<file path="src/rtl/ift_mmio_ctrl_if.sv">
// MMIO bus between the core (master) and ift_mmio_ctrl (slave).
// Every signal has a matching _t0 taint shadow.
interface ift_mmio_ctrl_if #(
  parameter int unsigned AddrWidth = 32
);
  logic                 mmio_req_i;
  logic [AddrWidth-1:0] mmio_addr_i;
  logic [63:0]          mmio_wdata_i;
  logic [7:0]           mmio_strb_i;
  logic                 mmio_we_i;
  logic [63:0]          mmio_rdata_o;

  logic                 mmio_req_i_t0;
  logic [AddrWidth-1:0] mmio_addr_i_t0;
  logic [63:0]          mmio_wdata_i_t0;
  logic [7:0]           mmio_strb_i_t0;
  logic                 mmio_we_i_t0;
  logic [63:0]          mmio_rdata_o_t0;

  modport master (
    output mmio_req_i, mmio_addr_i, mmio_wdata_i, mmio_strb_i, mmio_we_i,
    output mmio_req_i_t0, mmio_addr_i_t0, mmio_wdata_i_t0, mmio_strb_i_t0, mmio_we_i_t0,
    input  mmio_rdata_o, mmio_rdata_o_t0
  );

  modport slave (
    input  mmio_req_i, mmio_addr_i, mmio_wdata_i, mmio_strb_i, mmio_we_i,
    input  mmio_req_i_t0, mmio_addr_i_t0, mmio_wdata_i_t0, mmio_strb_i_t0, mmio_we_i_t0,
    output mmio_rdata_o, mmio_rdata_o_t0
  );
endinterface

</file>
<file path="src/rtl/ift_mmio_ctrl.sv">
// Taint-tracked MMIO target with STOP / PUTC / CYCLE / STATUS registers and a console FIFO.
// Define MMIO_TAINT_TRAP_EN to replace tainted STOP codes with a fixed trap code.
module ift_mmio_ctrl #(
  parameter int unsigned          AddrWidth   = 32,
  parameter int unsigned          DataWidth   = 64,
  parameter logic [AddrWidth-1:0] BaseAddr    = AddrWidth'(32'h1000_0000),
  parameter int unsigned          FifoDepth   = 8,
  parameter int unsigned          DrainCycles = 4
) (
  input  logic           clk_i,
  input  logic           rst_ni,
  ift_mmio_ctrl_if.slave mmio,
  output logic           cons_valid_o,
  output logic [7:0]     cons_data_o,
  output logic [7:0]     cons_data_o_t0,
  input  logic           cons_ready_i,
  output logic           stop_o,
  output logic [63:0]    stop_code_o,
  output logic [63:0]    stop_code_o_t0,
  output logic           taint_alarm_o
);

  if (DataWidth != 64) begin : g_bad_data_width
    $error("ift_mmio_ctrl: DataWidth must be 64");
  end
  if (FifoDepth < 2 || (FifoDepth & (FifoDepth - 1)) != 0) begin : g_bad_fifo_depth
    $error("ift_mmio_ctrl: FifoDepth must be a power of two and at least 2");
  end
  if (AddrWidth < 6) begin : g_bad_addr_width
    $error("ift_mmio_ctrl: AddrWidth too small for the register window");
  end

  localparam int unsigned PtrW   = $clog2(FifoDepth);
  localparam int unsigned CntW   = $clog2(FifoDepth + 1);
  localparam int unsigned DrainW = $clog2(DrainCycles + 2);

  typedef enum logic [1:0] {
    StRun     = 2'd0,
    StDrain   = 2'd1,
    StStopped = 2'd2
  } state_e;

  state_e state_q, state_d;

  logic [AddrWidth-1:0] off;
  logic                 hit;
  logic [1:0]           sel;
  logic                 rd_req;
  logic                 wr_hit;
  logic                 ctrl_taint;
  logic                 stop_wr;
  logic                 putc_wr;
  logic                 stat_wr;
  logic                 trap;
  logic [63:0]          mask;

  logic [7:0]           fifo_data  [FifoDepth];
  logic [7:0]           fifo_taint [FifoDepth];
  logic [PtrW-1:0]      wr_ptr_q, rd_ptr_q;
  logic [CntW-1:0]      count_q;
  logic                 full, empty, pop, push;

  logic                 ovf_q;
  logic                 alarm_q;
  logic [63:0]          cycle_q;
  logic [63:0]          stop_code_q, stop_t0_q;
  logic [DrainW-1:0]    drain_q;
  logic [63:0]          rdata_q, rdata_t0_q;
  logic [63:0]          rd_val, rd_t0;
  logic [63:0]          status;
  logic                 unused_off_bits;

  // The window is 32 bytes, so a hit means every offset bit above bit 4 is zero;
  // addresses below BaseAddr wrap to a huge offset and miss naturally.
  assign off             = mmio.mmio_addr_i - BaseAddr;
  assign hit             = (off[AddrWidth-1:5] == '0);
  assign sel             = off[4:3];
  assign unused_off_bits = ^off[2:0];

  assign rd_req     = mmio.mmio_req_i && !mmio.mmio_we_i;
  assign wr_hit     = mmio.mmio_req_i && mmio.mmio_we_i && hit;
  assign ctrl_taint = mmio.mmio_req_i &&
                      ((|mmio.mmio_addr_i_t0) || mmio.mmio_we_i_t0 ||
                       mmio.mmio_req_i_t0 || (|mmio.mmio_strb_i_t0));

  assign stop_wr = wr_hit && (sel == 2'd0) && (state_q == StRun);
  assign putc_wr = wr_hit && (sel == 2'd1) && mmio.mmio_strb_i[0];
  assign stat_wr = wr_hit && (sel == 2'd3);

  always_comb begin
    mask = '0;
    for (int b = 0; b < 8; b++) begin
      mask[b*8 +: 8] = {8{mmio.mmio_strb_i[b]}};
    end
  end

`ifdef MMIO_TAINT_TRAP_EN
  assign trap = stop_wr && ((mmio.mmio_wdata_i_t0 & mask) != '0);
`else
  assign trap = 1'b0;
`endif

  // A push into a full FIFO still succeeds if the head leaves in the same cycle.
  assign empty = (count_q == '0);
  assign full  = (count_q == CntW'(FifoDepth));
  assign pop   = !empty && cons_ready_i;
  assign push  = putc_wr && (!full || pop);

  always_ff @(posedge clk_i) begin
    if (push) begin
      fifo_data[wr_ptr_q]  <= mmio.mmio_wdata_i[7:0];
      fifo_taint[wr_ptr_q] <= mmio.mmio_wdata_i_t0[7:0];
    end
  end

  always_ff @(posedge clk_i) begin
    if (!rst_ni) begin
      state_q <= StRun;
    end else begin
      state_q <= state_d;
    end
  end

  always_comb begin
    state_d = state_q;
    unique case (state_q)
      StRun:     if (stop_wr) state_d = StDrain;
      StDrain:   if (drain_q == '0 && empty) state_d = StStopped;
      StStopped: state_d = StStopped;
      default:   state_d = StRun;
    endcase
  end

  always_ff @(posedge clk_i) begin
    if (!rst_ni) begin
      wr_ptr_q    <= '0;
      rd_ptr_q    <= '0;
      count_q     <= '0;
      ovf_q       <= 1'b0;
      alarm_q     <= 1'b0;
      cycle_q     <= '0;
      stop_code_q <= '0;
      stop_t0_q   <= '0;
      drain_q     <= '0;
      rdata_q     <= '0;
      rdata_t0_q  <= '0;
    end else begin
      if (push) wr_ptr_q <= wr_ptr_q + PtrW'(1);
      if (pop)  rd_ptr_q <= rd_ptr_q + PtrW'(1);
      count_q <= count_q + CntW'(push) - CntW'(pop);

      if (putc_wr && full && !pop) begin
        ovf_q <= 1'b1;
      end else if (stat_wr && mmio.mmio_wdata_i[8]) begin
        ovf_q <= 1'b0;
      end

      if (ctrl_taint || trap) alarm_q <= 1'b1;

      if (state_q != StStopped) cycle_q <= cycle_q + 64'd1;

      if (stop_wr) begin
        if (trap) begin
          stop_code_q <= 64'hDEAD_7A1E;
          stop_t0_q   <= '1;
        end else begin
          stop_code_q <= (stop_code_q & ~mask) | (mmio.mmio_wdata_i & mask);
          stop_t0_q   <= (stop_t0_q & ~mask) | (mmio.mmio_wdata_i_t0 & mask);
        end
        drain_q <= DrainW'(DrainCycles);
      end else if (state_q == StDrain && drain_q != '0) begin
        drain_q <= drain_q - DrainW'(1);
      end

      if (rd_req) begin
        rdata_q    <= rd_val;
        rdata_t0_q <= rd_t0;
      end
    end
  end

  assign status = {52'd0, state_q, alarm_q, ovf_q, 8'(count_q)};

  // A tainted address/strobe/enable makes the whole response untrusted.
  always_comb begin
    rd_val = '0;
    rd_t0  = '0;
    if (hit) begin
      unique case (sel)
        2'd0: begin
          rd_val = stop_code_q;
          rd_t0  = stop_t0_q;
        end
        2'd2:    rd_val = cycle_q;
        2'd3:    rd_val = status;
        default: rd_val = '0;
      endcase
    end
    if (ctrl_taint) rd_t0 = '1;
  end

  assign mmio.mmio_rdata_o    = rdata_q;
  assign mmio.mmio_rdata_o_t0 = rdata_t0_q;

  assign cons_valid_o   = !empty;
  assign cons_data_o    = empty ? 8'h00 : fifo_data[rd_ptr_q];
  assign cons_data_o_t0 = empty ? 8'h00 : fifo_taint[rd_ptr_q];

  assign stop_o         = (state_q == StStopped);
  assign stop_code_o    = stop_code_q;
  assign stop_code_o_t0 = stop_t0_q;
  assign taint_alarm_o  = alarm_q;

endmodule

</file>
<file path="src/flat_wrapper.sv">
// flat-port wrapper written by rule: the top's interface ports become plain ports
module ift_mmio_ctrl_flat 
#(
  parameter int unsigned          AddrWidth   = 32,
  parameter int unsigned          DataWidth   = 64,
  parameter logic [AddrWidth-1:0] BaseAddr    = AddrWidth'(32'h1000_0000),
  parameter int unsigned          FifoDepth   = 8,
  parameter int unsigned          DrainCycles = 4
)
  (clk_i, rst_ni, cons_valid_o, cons_data_o, cons_data_o_t0, cons_ready_i, stop_o, stop_code_o, stop_code_o_t0, taint_alarm_o, mmio_mmio_req_i, mmio_mmio_addr_i, mmio_mmio_wdata_i, mmio_mmio_strb_i, mmio_mmio_we_i, mmio_mmio_req_i_t0, mmio_mmio_addr_i_t0, mmio_mmio_wdata_i_t0, mmio_mmio_strb_i_t0, mmio_mmio_we_i_t0, mmio_mmio_rdata_o, mmio_mmio_rdata_o_t0);
  ift_mmio_ctrl_if #(.AddrWidth(AddrWidth)) mmio_i ();
  input  logic clk_i;
  input  logic rst_ni;
  output logic cons_valid_o;
  output logic [7:0] cons_data_o;
  output logic [7:0] cons_data_o_t0;
  input  logic cons_ready_i;
  output logic stop_o;
  output logic [63:0] stop_code_o;
  output logic [63:0] stop_code_o_t0;
  output logic taint_alarm_o;
  input wire logic [$bits(mmio_i.mmio_req_i)-1:0] mmio_mmio_req_i;
  input wire logic [$bits(mmio_i.mmio_addr_i)-1:0] mmio_mmio_addr_i;
  input wire logic [$bits(mmio_i.mmio_wdata_i)-1:0] mmio_mmio_wdata_i;
  input wire logic [$bits(mmio_i.mmio_strb_i)-1:0] mmio_mmio_strb_i;
  input wire logic [$bits(mmio_i.mmio_we_i)-1:0] mmio_mmio_we_i;
  input wire logic [$bits(mmio_i.mmio_req_i_t0)-1:0] mmio_mmio_req_i_t0;
  input wire logic [$bits(mmio_i.mmio_addr_i_t0)-1:0] mmio_mmio_addr_i_t0;
  input wire logic [$bits(mmio_i.mmio_wdata_i_t0)-1:0] mmio_mmio_wdata_i_t0;
  input wire logic [$bits(mmio_i.mmio_strb_i_t0)-1:0] mmio_mmio_strb_i_t0;
  input wire logic [$bits(mmio_i.mmio_we_i_t0)-1:0] mmio_mmio_we_i_t0;
  output wire logic [$bits(mmio_i.mmio_rdata_o)-1:0] mmio_mmio_rdata_o;
  output wire logic [$bits(mmio_i.mmio_rdata_o_t0)-1:0] mmio_mmio_rdata_o_t0;
  assign mmio_i.mmio_req_i = mmio_mmio_req_i;
  assign mmio_i.mmio_addr_i = mmio_mmio_addr_i;
  assign mmio_i.mmio_wdata_i = mmio_mmio_wdata_i;
  assign mmio_i.mmio_strb_i = mmio_mmio_strb_i;
  assign mmio_i.mmio_we_i = mmio_mmio_we_i;
  assign mmio_i.mmio_req_i_t0 = mmio_mmio_req_i_t0;
  assign mmio_i.mmio_addr_i_t0 = mmio_mmio_addr_i_t0;
  assign mmio_i.mmio_wdata_i_t0 = mmio_mmio_wdata_i_t0;
  assign mmio_i.mmio_strb_i_t0 = mmio_mmio_strb_i_t0;
  assign mmio_i.mmio_we_i_t0 = mmio_mmio_we_i_t0;
  assign mmio_mmio_rdata_o = mmio_i.mmio_rdata_o;
  assign mmio_mmio_rdata_o_t0 = mmio_i.mmio_rdata_o_t0;
  ift_mmio_ctrl #(.AddrWidth(AddrWidth), .DataWidth(DataWidth), .BaseAddr(BaseAddr), .FifoDepth(FifoDepth), .DrainCycles(DrainCycles)) u_core (.clk_i(clk_i), .rst_ni(rst_ni), .mmio(mmio_i), .cons_valid_o(cons_valid_o), .cons_data_o(cons_data_o), .cons_data_o_t0(cons_data_o_t0), .cons_ready_i(cons_ready_i), .stop_o(stop_o), .stop_code_o(stop_code_o), .stop_code_o_t0(stop_code_o_t0), .taint_alarm_o(taint_alarm_o));
endmodule
</file>
<file path="config.mk">
export PLATFORM = sky130hd
export DESIGN_NAME = ift_mmio_ctrl_flat
export DESIGN_NICKNAME = d
export VERILOG_FILES = /design/src/rtl/ift_mmio_ctrl_if.sv /design/src/rtl/ift_mmio_ctrl.sv /design/src/flat_wrapper.sv
export SDC_FILE = /design/constraint.sdc
export NUM_CORES = 1
export LEC_CHECK = 0
export ABC_AREA = 1
export CORE_MARGIN = 2
export CORE_UTILIZATION = 26
export CTS_BUF_LIST = sky130_fd_sc_hd__clkbuf_8 sky130_fd_sc_hd__clkbuf_16
export CTS_CLUSTER_SIZE = 28
export DETAILED_ROUTE_END_ITERATION = 8
export SKIP_CTS_REPAIR_TIMING = 1
export SLEW_MARGIN = 20
export SYNTH_ARGS = -nofsm -noshare
export SYNTH_HDL_FRONTEND = slang
export SYNTH_SLANG_ARGS = --single-unit
</file>
<file path="constraint.sdc">
create_clock -name clk_i -period 4.11 [get_ports clk_i]
set_clock_uncertainty 0.05 [all_clocks]
set_input_delay 0.822 -clock clk_i [delete_from_list [all_inputs] [get_ports clk_i]]
set_output_delay 0.822 -clock clk_i [all_outputs]
set_load 0.005 [all_outputs]
</file>
==> results of run 1 <==
[power by group through the flow]
stage	Clock, mW	Sequential, mW	Combinational (mW)
floorplan	0	5.00	0.861
global placement	0	5.01	1.82
detailed placement	0	5.01	1.83
CTS	4.65	4.91	1.84
global route	4.83	4.93	2.04
finish	4.53	4.91	1.82
[synth_stat cells, types with 44 or more instances]
| master | count |
|---|---|
| a21oi_1 | 157 |
| a31oi_1 | 76 |
| clkbuf_1 | 84 |
| dfxtp_1 | 340 |
| edfxtp_1 | 128 |
| inv_1 | 237 |
| nand2_1 | 547 |
| nand3_1 | 48 |
| nor2_1 | 507 |
| nor3_1 | 44 |
| o21ai_0 | 223 |
[layout make-up]
class,instances,share of cell area
repair buffers,520,0.1875
multi-input cells,1744,0.2892
inverters,247,0.03336
flip-flops and latches,468,0.3833
clock inverters,35,0.007204
well taps,1040,0.04683
clock buffers,62,0.05259
[kinds of logic after synthesis]
group,after synthesis
AND/OR/NAND/NOR,1218
AO/OA/AOI/OAI,488
flip-flops,468
buffers and inverters,384
XOR/XNOR,22
adder cells (fa/ha/maj),16
[worst paths after layout]
path / from / to / slack [ps] / depth (start not counted)
worst max-delay path: flip-flop / cons_data_o_t0[0] / 400 / 6
worst min-delay path: u_core.mmio.mmio_rdata_o[0] / u_core.mmio.mmio_rdata_o[0] / 420 / 2
worst max register to register: u_core.count_q[2] / u_core.fifo_taint[1][1] / 930 / 10
worst min register to register: u_core.mmio.mmio_rdata_o[0] / u_core.mmio.mmio_rdata_o[0] / 420 / 2
[worst register-to-register path, delay by kind of cell (launching register included)]
kind,cells,cell delay [ps]
adders and majority gates,1,200
buffers and inverters,3,460
DFF,1,310
and+or+nand+nor,6,1810
[per-layer routing]
metal  track usage  up-vias  part of all wire
met1        0.2179     8471              0.43
met4       0.04708        2             0.024
met5             0        -           0.00019
li1              -     9294                 -
met2        0.2750      633              0.46
met3       0.05129      100             0.089
[per-stage QoR]
stage               power [mW]  setup slack (ps)  cells  hold slack, ps
floorplan                5.863             505.5   2596           387.6
global placement         6.829             504.7   4019           406.0
detailed placement       6.840             502.0   4019           406.7
CTS                      11.40             280.4   4116           414.7
global route             11.79             146.5   4116           432.8
finish                   11.26             402.8   4116           415.7
[layout by cell type (no fill, tap or decap), types with 9 or more instances in the layout]
master / n
a21oi_1: 157
nor3_1: 35
o21ai_0: 223
a31oi_1: 76
clkbuf_16: 54
ha_1: 15
buf_4: 27
clkbuf_8: 9
nand2_1: 547
nor2_2: 13
inv_2: 10
dfxtp_1: 339
nand3_1: 48
o22ai_1: 16
nand4_1: 29
nor3_2: 10
clkdlybuf4s50_1: 485
nor2_1: 503
xor2_1: 19
edfxtp_1: 128
clkinv_2: 9
inv_1: 250
==> flow_summary.ini, run 1 <==
[detailed_routing]
wirelength_mm = 70.26
drc_errors = 0
vias = 18500
initialDrtViolationCount = 1368
drt_first_pass_iters = 6
vias_per_cell = 4.495
antenna_left = 0
avgRoutedWirePerCell_um = 17.07

[floorplanning]
rows = 102
core_area_mm2 = 0.07708
io_pins = 490
start_util = 0.2616
dieWidth_um = 282.5
die-area_mm2 = 0.07981
die_y_um = 282.5

[clock_network]
path_clk_slew_ps = 60
cts_tree = done
root_buffer = clkbuf_16
cts_max_level = 2
clk_path_buf_depth = 3
insertion_delay_ps = 590
clock_sinks = 468
cts_buffers = 53

[critical_path]
crit_family = buffers and inverters
path_max_fanout = 64
startpoint_type = flip-flop
crit_chain = buf_4, o21ai_0, o22ai_1, o21ai_0, a31oi_1, clkdlybuf4s50_1
slowest_stage = buf_4
critical_path_required_ps = 3240
cp-end-kind = output port
max_stage_delay_ps = 550
critPathBufInv = 2
path_class = flip-flop to output port
crit_top_cell = o21ai_0
arrival_ps = 2840

[pwr]
leakage_nw = 10.37
seqPwrFrac = 0.436
p_clk_frac = 0.402
vdd_ir_drop_max_v = 0.0003277
p_sw_mw = 2.982
p_int_mw = 8.278
switching_share = 0.2649
pwr-share-comb = 0.162
powerDensity_mw_per_mm2 = 405.2

[finish]
layout.nets = 3265
seq_area_mm2 = 0.01065
utilization = 0.3605
diodes = 0
nFillCells = 8073
multi_input_area_mm2 = 0.008035
syn2layout_area_growth_pct = 37.78
stdcell_area_mm2 = 0.02779
final_layout_size_suffix_gt1_frac = 0.05202

[sta]
fin_crit_sh = 0.9020
fin_crit_ps = 3707
slew_viol_final = 0
timing.fmax_mhz = 269.7
hold_viol_final = 0
finalSetupTns_ps = 0
finalSetupViolations = 0
rsz0062_at_grt = no
worst_pin_slew_ps = 847.7
maxSlewHeadroom = 0.4348

[global_routing]
grt-ovfl-total = 0
grt_pass1_wl_mm = 104.5
antenna_found_initial = 2
grt_pass1_vias = 17160
grt_usage = 0.1696
grt_start_max_net_pins = 121

[yosys]
syn_avg_cell_area_um2 = 7.769
yosysWarnings = 0
synth_async_sr_flop_share = 0
yosys.area.top_type = dfxtp_1
ys_seq_area_frac = 0.5281
synth_compound_area_frac = 0.1285
synth_ff_type = dfxtp_1
ys_ff_latch = 468
synth_nets = 2827
yosys.area_share.simple = 0.2465
yosys-mux-area-fraction = 0
synth_area_mm2 = 0.02017
synth_top_family_by_area = simple AND/OR/NAND/NOR gates
synthDominantCellAreaShare = 0.3375
synth-xor-area-share = 0.009554
yosysUniqueCellTypes = 43
synth_top_cells_by_area = dfxtp_1 34%, edfxtp_1 19%, nand2_1 10%
synthAdderAreaFrac = 0.01030
synth_edf_count = 128
syn_inst = 2596

[min_path]
hp-class = flip-flop to flip-flop

[flow_run]
maxCapViolCount = 0

[placement]
gp_congestion = 0.8799
dpl_cell_area_mm2 = 0.02613
numPortBuffers = 486
dp_hpwl_mm = 50.16

[status]
status = complete, no violations
No activity file was read; power rests on OpenSTA's default activity.
==> run 2, diff against run 1 <==
--- a/config.mk
+++ b/config.mk
@@ -9,6 +9,7 @@
 export CORE_MARGIN = 2
 export CORE_UTILIZATION = 26
 export CTS_BUF_LIST = sky130_fd_sc_hd__clkbuf_8 sky130_fd_sc_hd__clkbuf_16
+export CTS_CLUSTER_DIAMETER = 200
 export CTS_CLUSTER_SIZE = 28
 export DETAILED_ROUTE_END_ITERATION = 8
 export SKIP_CTS_REPAIR_TIMING = 1
==> run 2 against run 1 <==
Effect of this change: combinational power about the same; die area is the same; first-iteration DRC count is 4.9% higher; largest cell class unchanged; largest power group unchanged.
==> flow_summary.ini, run 2 (same netlist as run 1, synthesis figures left out) <==
[status]
status = complete, no violations

[global_routing]
grt_usage = 0.1666
antenna_found_initial = 2
grt_pass1_vias = 16780
grt_pass1_wl_mm = 103.2
grt_start_max_net_pins = 121
grt-ovfl-total = 0

[clock_network]
cts_max_level = 1
path_clk_slew_ps = 120
cts_tree = done
cts_buffers = 20
clock_sinks = 468
insertion_delay_ps = 580
clk_path_buf_depth = 3
root_buffer = clkbuf_16

[detailed_routing]
drt_first_pass_iters = 8
wirelength_mm = 69.54
initialDrtViolationCount = 1435
vias_per_cell = 4.501
drc_errors = 0
avgRoutedWirePerCell_um = 17.18
antenna_left = 0
vias = 18220

[pwr]
pwr-share-comb = 0.198
p_int_mw = 6.629
leakage_nw = 9.794
seqPwrFrac = 0.535
switching_share = 0.2775
p_sw_mw = 2.546
powerDensity_mw_per_mm2 = 343.8
vdd_ir_drop_max_v = 0.0002393
p_clk_frac = 0.267
power_mw = 9.175

[sta]
finalSetupTns_ps = 0
worst_pin_slew_ps = 861.3
fin_crit_ps = 3708
fin_crit_sh = 0.9022
finalSetupViolations = 0
timing.fmax_mhz = 269.7
whs_ps = 422.9
rsz0062_at_grt = no
maxSlewHeadroom = 0.4258
hold_viol_final = 0
slew_viol_final = 0

[floorplanning]
start_util = 0.2616
die_y_um = 282.5
core_area_mm2 = 0.07708
io_pins = 490
rows = 102
dieWidth_um = 282.5
die-area_mm2 = 0.07981

[critical_path]
path_max_fanout = 64
arrival_ps = 2840
crit_chain = buf_4, o21ai_0, o22ai_1, o21ai_0, a31oi_1, clkdlybuf4s50_1
ff2ff_setup_slack_ps = 910
crit_top_cell = o21ai_0
startpoint_type = flip-flop
cp-end-kind = output port
critical_path_required_ps = 3240
max_stage_delay_ps = 550
slowest_stage = clkdlybuf4s50_1
path_class = flip-flop to output port

[placement]
gp_congestion = 0.8799
dpl_cell_area_mm2 = 0.02613
numPortBuffers = 486
dp_hpwl_mm = 50.16

[min_path]
hp-class = flip-flop to flip-flop

[finish]
final_layout_size_suffix_gt1_frac = 0.03491
layout.nets = 3232
layout_commonest_cell = nand2_1
diodes = 0
syn2layout_area_growth_pct = 32.32
final_cell_mix = 547 x nand2_1, 503 x nor2_1, 485 x clkdlybuf4s50_1
stdcell_area_mm2 = 0.02669

[flow_run]
maxCapViolCount = 0
-- run 2: final timing paths --
| path | from | cells past startpoint | end |
|---|---|---|---|
| worst max register to register | u_core.count_q[2] | 10 | u_core.fifo_taint[1][0] |
| worst min register to register | u_core.ovf_q | 2 | u_core.ovf_q |
| worst min-delay path | u_core.ovf_q | 2 | u_core.ovf_q |
| worst max-delay path | flip-flop | 6 | cons_data_o_t0[3] |
-- run 2: worst max-delay path, delay by kind of cell, from the launching register on --
kind            cells  cell delay [ps]
flops               1              350
buf+inv             2             1080
compound gates      4              790
-- run 2: cell type report --
cell class | count | area (um2)
Tap cell | 1040 | 1301
Clock inverter | 8 | 35.03
Multi-Input combinational cell | 1744 | 8035
Sequential cell | 468 | 10650
Clock buffer | 21 | 525.5
Timing Repair Buffer | 520 | 5211
Fill cell | 8182 | 50400
Inverter | 247 | 927.1
-- run 2: through the flow --
step	utilization	instances	setup slack, ps
4_1_cts	0.3462	4048	300.9
3_5_place_dp	0.3389	4019	502.0
6_report	0.3462	4048	401.9
3_3_place_gp	0.3389	4019	504.7
2_1_floorplan	-	2596	505.5
5_1_grt	0.3462	4048	152.2
-- run 2: power groups by stage --
stage          registers, mW  clock network, mW  logic [mW]
6_report                4.91               2.45        1.82
5_1_grt                 4.92               2.69        2.04
3_3_place_gp            5.01                  0        1.82
2_1_floorplan           5.00                  0       0.861
3_5_place_dp            5.01                  0        1.83
4_1_cts                 4.91               2.56        1.84
-- run 2: per-layer routing --
metal | up-vias | wire, um | global-route usage
li1 | 9187 | - | -
met1 | 8393 | 30170 | 0.2174
met2 | 568 | 32120 | 0.2738
met3 | 69 | 5660 | 0.04617
met4 | 2 | 1565 | 0.03622
met5 | - | 16 | 0
